<file path="src/rtl/timer_capture.sv">
// rtl/timer_capture.sv - input-capture timer: prescaled time base, edge capture, period measurement
module timer_capture #(
  parameter int SYNC_STAGES = 2,
  parameter int CNT_W       = 16
) (
  input  logic             clk,
  input  logic             rst_n,
  input  logic             en,
  input  logic             cap_in,
  input  logic [15:0]      psc,
  input  logic [1:0]       edge_sel,
  input  logic             clr,
  output logic [CNT_W-1:0] cnt,
  output logic [CNT_W-1:0] cap_val,
  output logic [CNT_W-1:0] period,
  output logic             period_valid,
  output logic             cap_flag,
  output logic             ovr_flag,
  output logic             cap_irq
);

  localparam logic [1:0] ST_IDLE  = 2'd0;
  localparam logic [1:0] ST_FIRST = 2'd1;
  localparam logic [1:0] ST_RUN   = 2'd2;

  logic [SYNC_STAGES-1:0] sync_q, sync_d;
  logic                   hist_q, hist_d;
  logic [1:0]             state_q, state_d;
  logic [15:0]            pre_q, pre_d;
  logic [CNT_W-1:0]       cnt_q, cnt_d;
  logic [CNT_W-1:0]       cap_val_q, cap_val_d;
  logic [CNT_W-1:0]       period_q, period_d;
  logic                   pv_q, pv_d;
  logic                   cap_flag_q, cap_flag_d;
  logic                   ovr_q, ovr_d;
  logic                   irq_q, irq_d;

  logic sync_last, rise, fall, hit, tick, capture;

  assign sync_last = sync_q[SYNC_STAGES-1];
  assign rise      = sync_last & ~hist_q;
  assign fall      = ~sync_last & hist_q;
  // A prescaler count beyond a newly lowered psc still ticks on the next cycle.
  assign tick      = (pre_q >= psc);
  assign capture   = en && (state_q != ST_IDLE) && hit;

  always_comb begin
    hit = 1'b0;
    case (edge_sel)
      2'b00:   hit = rise;
      2'b01:   hit = fall;
      2'b10:   hit = rise | fall;
      default: hit = 1'b0;
    endcase
  end

  always_comb begin
    sync_d     = {sync_q[SYNC_STAGES-2:0], cap_in};
    hist_d     = sync_last;
    state_d    = state_q;
    pre_d      = pre_q;
    cnt_d      = cnt_q;
    cap_val_d  = cap_val_q;
    period_d   = period_q;
    pv_d       = pv_q;
    cap_flag_d = cap_flag_q;
    ovr_d      = ovr_q;
    irq_d      = capture;

    if (!en) begin
      state_d = ST_IDLE;
      pre_d   = 16'd0;
      cnt_d   = '0;
      pv_d    = 1'b0;
    end else begin
      pre_d = tick ? 16'd0 : pre_q + 16'd1;
      cnt_d = tick ? cnt_q + CNT_W'(1) : cnt_q;
      case (state_q)
        ST_IDLE: state_d = ST_FIRST;
        ST_FIRST: begin
          if (capture) begin
            cap_val_d = cnt_q;
            period_d  = '0;
            pv_d      = 1'b0;
            state_d   = ST_RUN;
          end
        end
        ST_RUN: begin
          if (capture) begin
            period_d  = cnt_q - cap_val_q;
            cap_val_d = cnt_q;
            pv_d      = 1'b1;
          end
        end
        default: state_d = ST_IDLE;
      endcase
    end

    // A capture overrides a simultaneous clear; overrun reflects the flag before this cycle.
    if (capture) begin
      cap_flag_d = 1'b1;
      ovr_d      = cap_flag_q | (ovr_q & ~clr);
    end else if (clr) begin
      cap_flag_d = 1'b0;
      ovr_d      = 1'b0;
    end
  end

  always_ff @(posedge clk or negedge rst_n) begin
    if (!rst_n) begin
      sync_q     <= '0;
      hist_q     <= 1'b0;
      state_q    <= ST_IDLE;
      pre_q      <= 16'd0;
      cnt_q      <= '0;
      cap_val_q  <= '0;
      period_q   <= '0;
      pv_q       <= 1'b0;
      cap_flag_q <= 1'b0;
      ovr_q      <= 1'b0;
      irq_q      <= 1'b0;
    end else begin
      sync_q     <= sync_d;
      hist_q     <= hist_d;
      state_q    <= state_d;
      pre_q      <= pre_d;
      cnt_q      <= cnt_d;
      cap_val_q  <= cap_val_d;
      period_q   <= period_d;
      pv_q       <= pv_d;
      cap_flag_q <= cap_flag_d;
      ovr_q      <= ovr_d;
      irq_q      <= irq_d;
    end
  end

  assign cnt          = cnt_q;
  assign cap_val      = cap_val_q;
  assign period       = period_q;
  assign period_valid = pv_q;
  assign cap_flag     = cap_flag_q;
  assign ovr_flag     = ovr_q;
  assign cap_irq      = irq_q;

endmodule
</file>
<file path="config.mk">
export PLATFORM = sky130hd
export DESIGN_NAME = timer_capture
export DESIGN_NICKNAME = d
export VERILOG_FILES = /design/src/rtl/timer_capture.sv
export SDC_FILE = /design/constraint.sdc
export NUM_CORES = 1
export LEC_CHECK = 0
export BUFFER_PORTS_ARGS = -buffer_cell sky130_fd_sc_hd__buf_4
export CORE_MARGIN = 5
export CORE_UTILIZATION = 50
export CTS_CLUSTER_DIAMETER = 60
export DETAILED_ROUTE_END_ITERATION = 7
export PLACE_DENSITY = 0.75
export SLEW_MARGIN = 40
export SYNTH_ARGS = -nofsm -noshare
export SYNTH_HDL_FRONTEND = slang
export SYNTH_SLANG_ARGS = --single-unit
</file>
<file path="constraint.sdc">
create_clock -name clk -period 3.9 [get_ports clk]
set_input_delay 0.585 -clock clk [delete_from_list [all_inputs] [get_ports clk]]
set_output_delay 0.585 -clock clk [all_outputs]
set_load 0.02 [all_outputs]
</file>
==> results_dict.tcl <==
set metrics [dict create \
    vdd.ir_drop.worst_mv 0.2627 \
    ys_seq_elements 73 \
    post-route-drc-count 0 \
    fillers 768 \
    num_antenna_cells 0 \
    fin_crit_sh_pct 70.94 \
    cp_data_arrival_time_ps 2980 \
    clock_latency_ps 350 \
    yosysSeqAreaShare_pct 40.54 \
    clockBufferDepth 2 \
    die_width_um 104.9 \
    finClkSkew_ps 10.83 \
    routed_wl_um 9753 \
    fmax_ghz 0.3614 \
    cp.required_ps 4120 \
    power_density_nw_per_um2 601.1 \
    period_minus_slack_ps 2767 \
    setup_violations 0 \
    ioPinCount 75 \
    start_util_pct 51.41 \
    detailed_place_hpwl_um 7373 \
    fin_nets 612 \
    cts_tree "yes" \
    ys.flop_type "dfrtp_1" \
    finalSetupTns_ps 0 \
    worstSetupEndpoint "period[8]" \
    final_antenna_net_count 0 \
    place.gp.congestion 0.8118 \
    drv_cap 0 \
    drt_iter0_drc 102 \
    cp_top_family "compound AO/OA/AOI/OAI gates" \
    cts_hold_buf 0 \
    clock_sinks 73 \
    worst-r2r-cell-count 10 \
    antenna_found_initial 0 \
    first_pass_iters 4 \
    die-area_um2 11010 \
    grt_pass1_wl_um 16450 \
    ys_types 56 \
    relSlewSlack_pct 51.71 \
    cp-startpoint "cnt[0]" \
    status "completed" \
    core_area_um2 8763 \
    die_h_um 104.9 \
    rsz0062_at_grt "false" \
    p_leak_uw 0.002663 \
    syn_area_um2 4506 \
    syn_area_per_cell_um2 9.348 \
    crit_buf_inv 2 \
    clockRootBuffer "clkbuf_8" \
    path_cells "inv_1 -> ha_1 -> inv_1 -> fa_1 -> a211oi_1 -> o21bai_1 -> a2111oi_0 -> nor3_1 -> xnor2_1 -> o21ai_0" \
    wire_per_inst_um 14.73 \
    cp_max_fo 5 \
    slowest_delay_ps 500 \
    htreeDepth 3 \
    cp_slowest_cell "a2111oi_0" \
    path_common_cell "inv_1" \
    async_flop_share_pct 100.0 \
    multi_input_area_um2 2419 \
    viasPerCell 5.536 \
    synth_nets 545 \
    grt_usage_pct 17.72 \
    cts_made_buffers 9 \
    crit_cells 10 \
    grt_pass1_vias 3507 \
    synth_top_area_share_pct 40.54 \
    io_buffer_count 74 \
    synth_top_cell_by_area "dfrtp_1" \
    area_growth_pct 18.00 \
    end_kind "register" \
    clkSlewWorstSetupHoldPaths_ps 70 \
    setup.worst_path.class "register to register" \
    synth-edff-count 0 \
    power_uw 3195 \
    synthTopCellsByArea "dfrtp_1 41%, ha_1 11%, nand2_1 4.2%" \
    regArea_um2 1827 \
    cts_setup_buffers 0 \
    hold_viol_final 0 \
    reg2reg_to "period[8]" \
    cts_resized 0 \
    num_rows 34 \
    layout-drive-gt1-share_pct 20.04 \
    overflow 0 \
    synth-warning-count 0 \
    netlist_instances 482 \
    r2r_setup_slack_ps 1130 \
    min_path_type "input pin to async pin" \
    via_count 3665 \
    reg2reg_from "cnt[0]" \
    tightest_slew_ps 724.4 \
    slew_viol_final 0 \
    crit_path_start_kind "register" \
    final_cell_mix "73 x dfrtp_1, 73 x buf_4, 50 x nand2_1" \
    grt_max_degree 74 \
]
registers in the layout, summed over array words and instances (netlist names):
| signal | flops |
|---|---|
| ovr_flag | 1 |
| state_q | 2 |
| period_valid | 1 |
| period | 16 |
| cap_val | 16 |
| cnt | 16 |
| hist_q | 1 |
| cap_irq | 1 |
| cap_flag | 1 |
| sync_q | 2 |
| pre_q | 16 |
cell usage after synthesis (5+ instances only):
| library cell | count |
|---|---|
| a21o_1 | 6 |
| a21oi_1 | 18 |
| and3_1 | 17 |
| clkbuf_1 | 9 |
| dfrtp_1 | 73 |
| ha_1 | 39 |
| inv_1 | 43 |
| mux2_2 | 15 |
| nand2_1 | 50 |
| nand2b_1 | 7 |
| nand3_1 | 28 |
| nand3b_1 | 6 |
| nand4_1 | 7 |
| nor2_1 | 28 |
| nor3_1 | 5 |
| o211ai_1 | 7 |
| o21ai_0 | 22 |
| o221ai_1 | 5 |
| o31ai_1 | 9 |
| xnor2_1 | 12 |
| xor2_1 | 12 |
layer usage:
metal / global-route usage, % / routed length (µm) / up-vias
li1: - / - / 1848
met1: 23.73 / 4561 / 1739
met2: 29.00 / 4650 / 66
met3: 3.637 / 417 / 12
met4: 5.388 / 124 / 0
met5: 0 / 0 / -
power by group:
group | switching (µW) | internal (µW)
clock | 268 | 348
sequential | 134 | 886
combinational | 874 | 686
layout make-up:
| class | count | share of cell area, % |
|---|---|---|
| inverters | 45 | 3.177 |
| multi-input cells | 346 | 45.49 |
| well taps | 108 | 2.542 |
| flip-flops and latches | 73 | 34.36 |
| clock buffers | 14 | 3.248 |
| repair buffers | 74 | 10.52 |
| clock inverters | 2 | 0.6590 |
cells by family after synthesis:
kind of cell	after synthesis	synth area share (%)
xor gates and xnor gates	24	4.665
and+or+nand+nor	165	18.19
AOI/OAI and AO/OA	100	15.19
buffers and inverters	63	5.943
muxes	17	4.193
DFF	73	40.54
adders and majority gates	40	11.27
worst min-delay path by stage:
| stage | startpoint | end | slack [ps] | depth (start not counted) |
|---|---|---|---|---|
| 6_report | rst_n | pre_q[4] | 240 | 1 |
| 4_1_cts | rst_n | pre_q[4] | 280 | 1 |
| 2_1_floorplan | rst_n | cap_flag | 290 | 0 |
| 3_5_place_dp | sync_q[0] | sync_q[1] | 340 | 0 |
| 3_3_place_gp | sync_q[0] | sync_q[1] | 340 | 0 |
| 5_1_grt | rst_n | pre_q[4] | 310 | 1 |
through the flow:
step / instances / hold WS (ps) / instance area [µm²] / setup slack (ps) / utilization [%]
after CTS: 662 / 276.9 / 5309 / 1137 / 60.58
after floorplan: 482 / 289.4 / 4506 / 1461 / -
final: 662 / 241.9 / 5316 / 1133 / 60.67
after global routing: 662 / 307.8 / 5316 / 895.0 / 60.67
after detailed placement: 646 / 339.7 / 5101 / 891.2 / 58.21
after global placement: 646 / 338.7 / 5097 / 974.4 / 58.17
worst reg2reg max path, delay by kind of cell, from the launching register on:
kind                     cells  cell delay (ps)
flip-flops                   1              420
AO/OA/AOI/OAI                4             1100
buffers and inverters        2              190
XOR/XNOR                     1              200
AND/OR/NAND/NOR              1              120
adder cells (fa/ha/maj)      2              610
No activity file was read; power rests on OpenSTA's default activity.
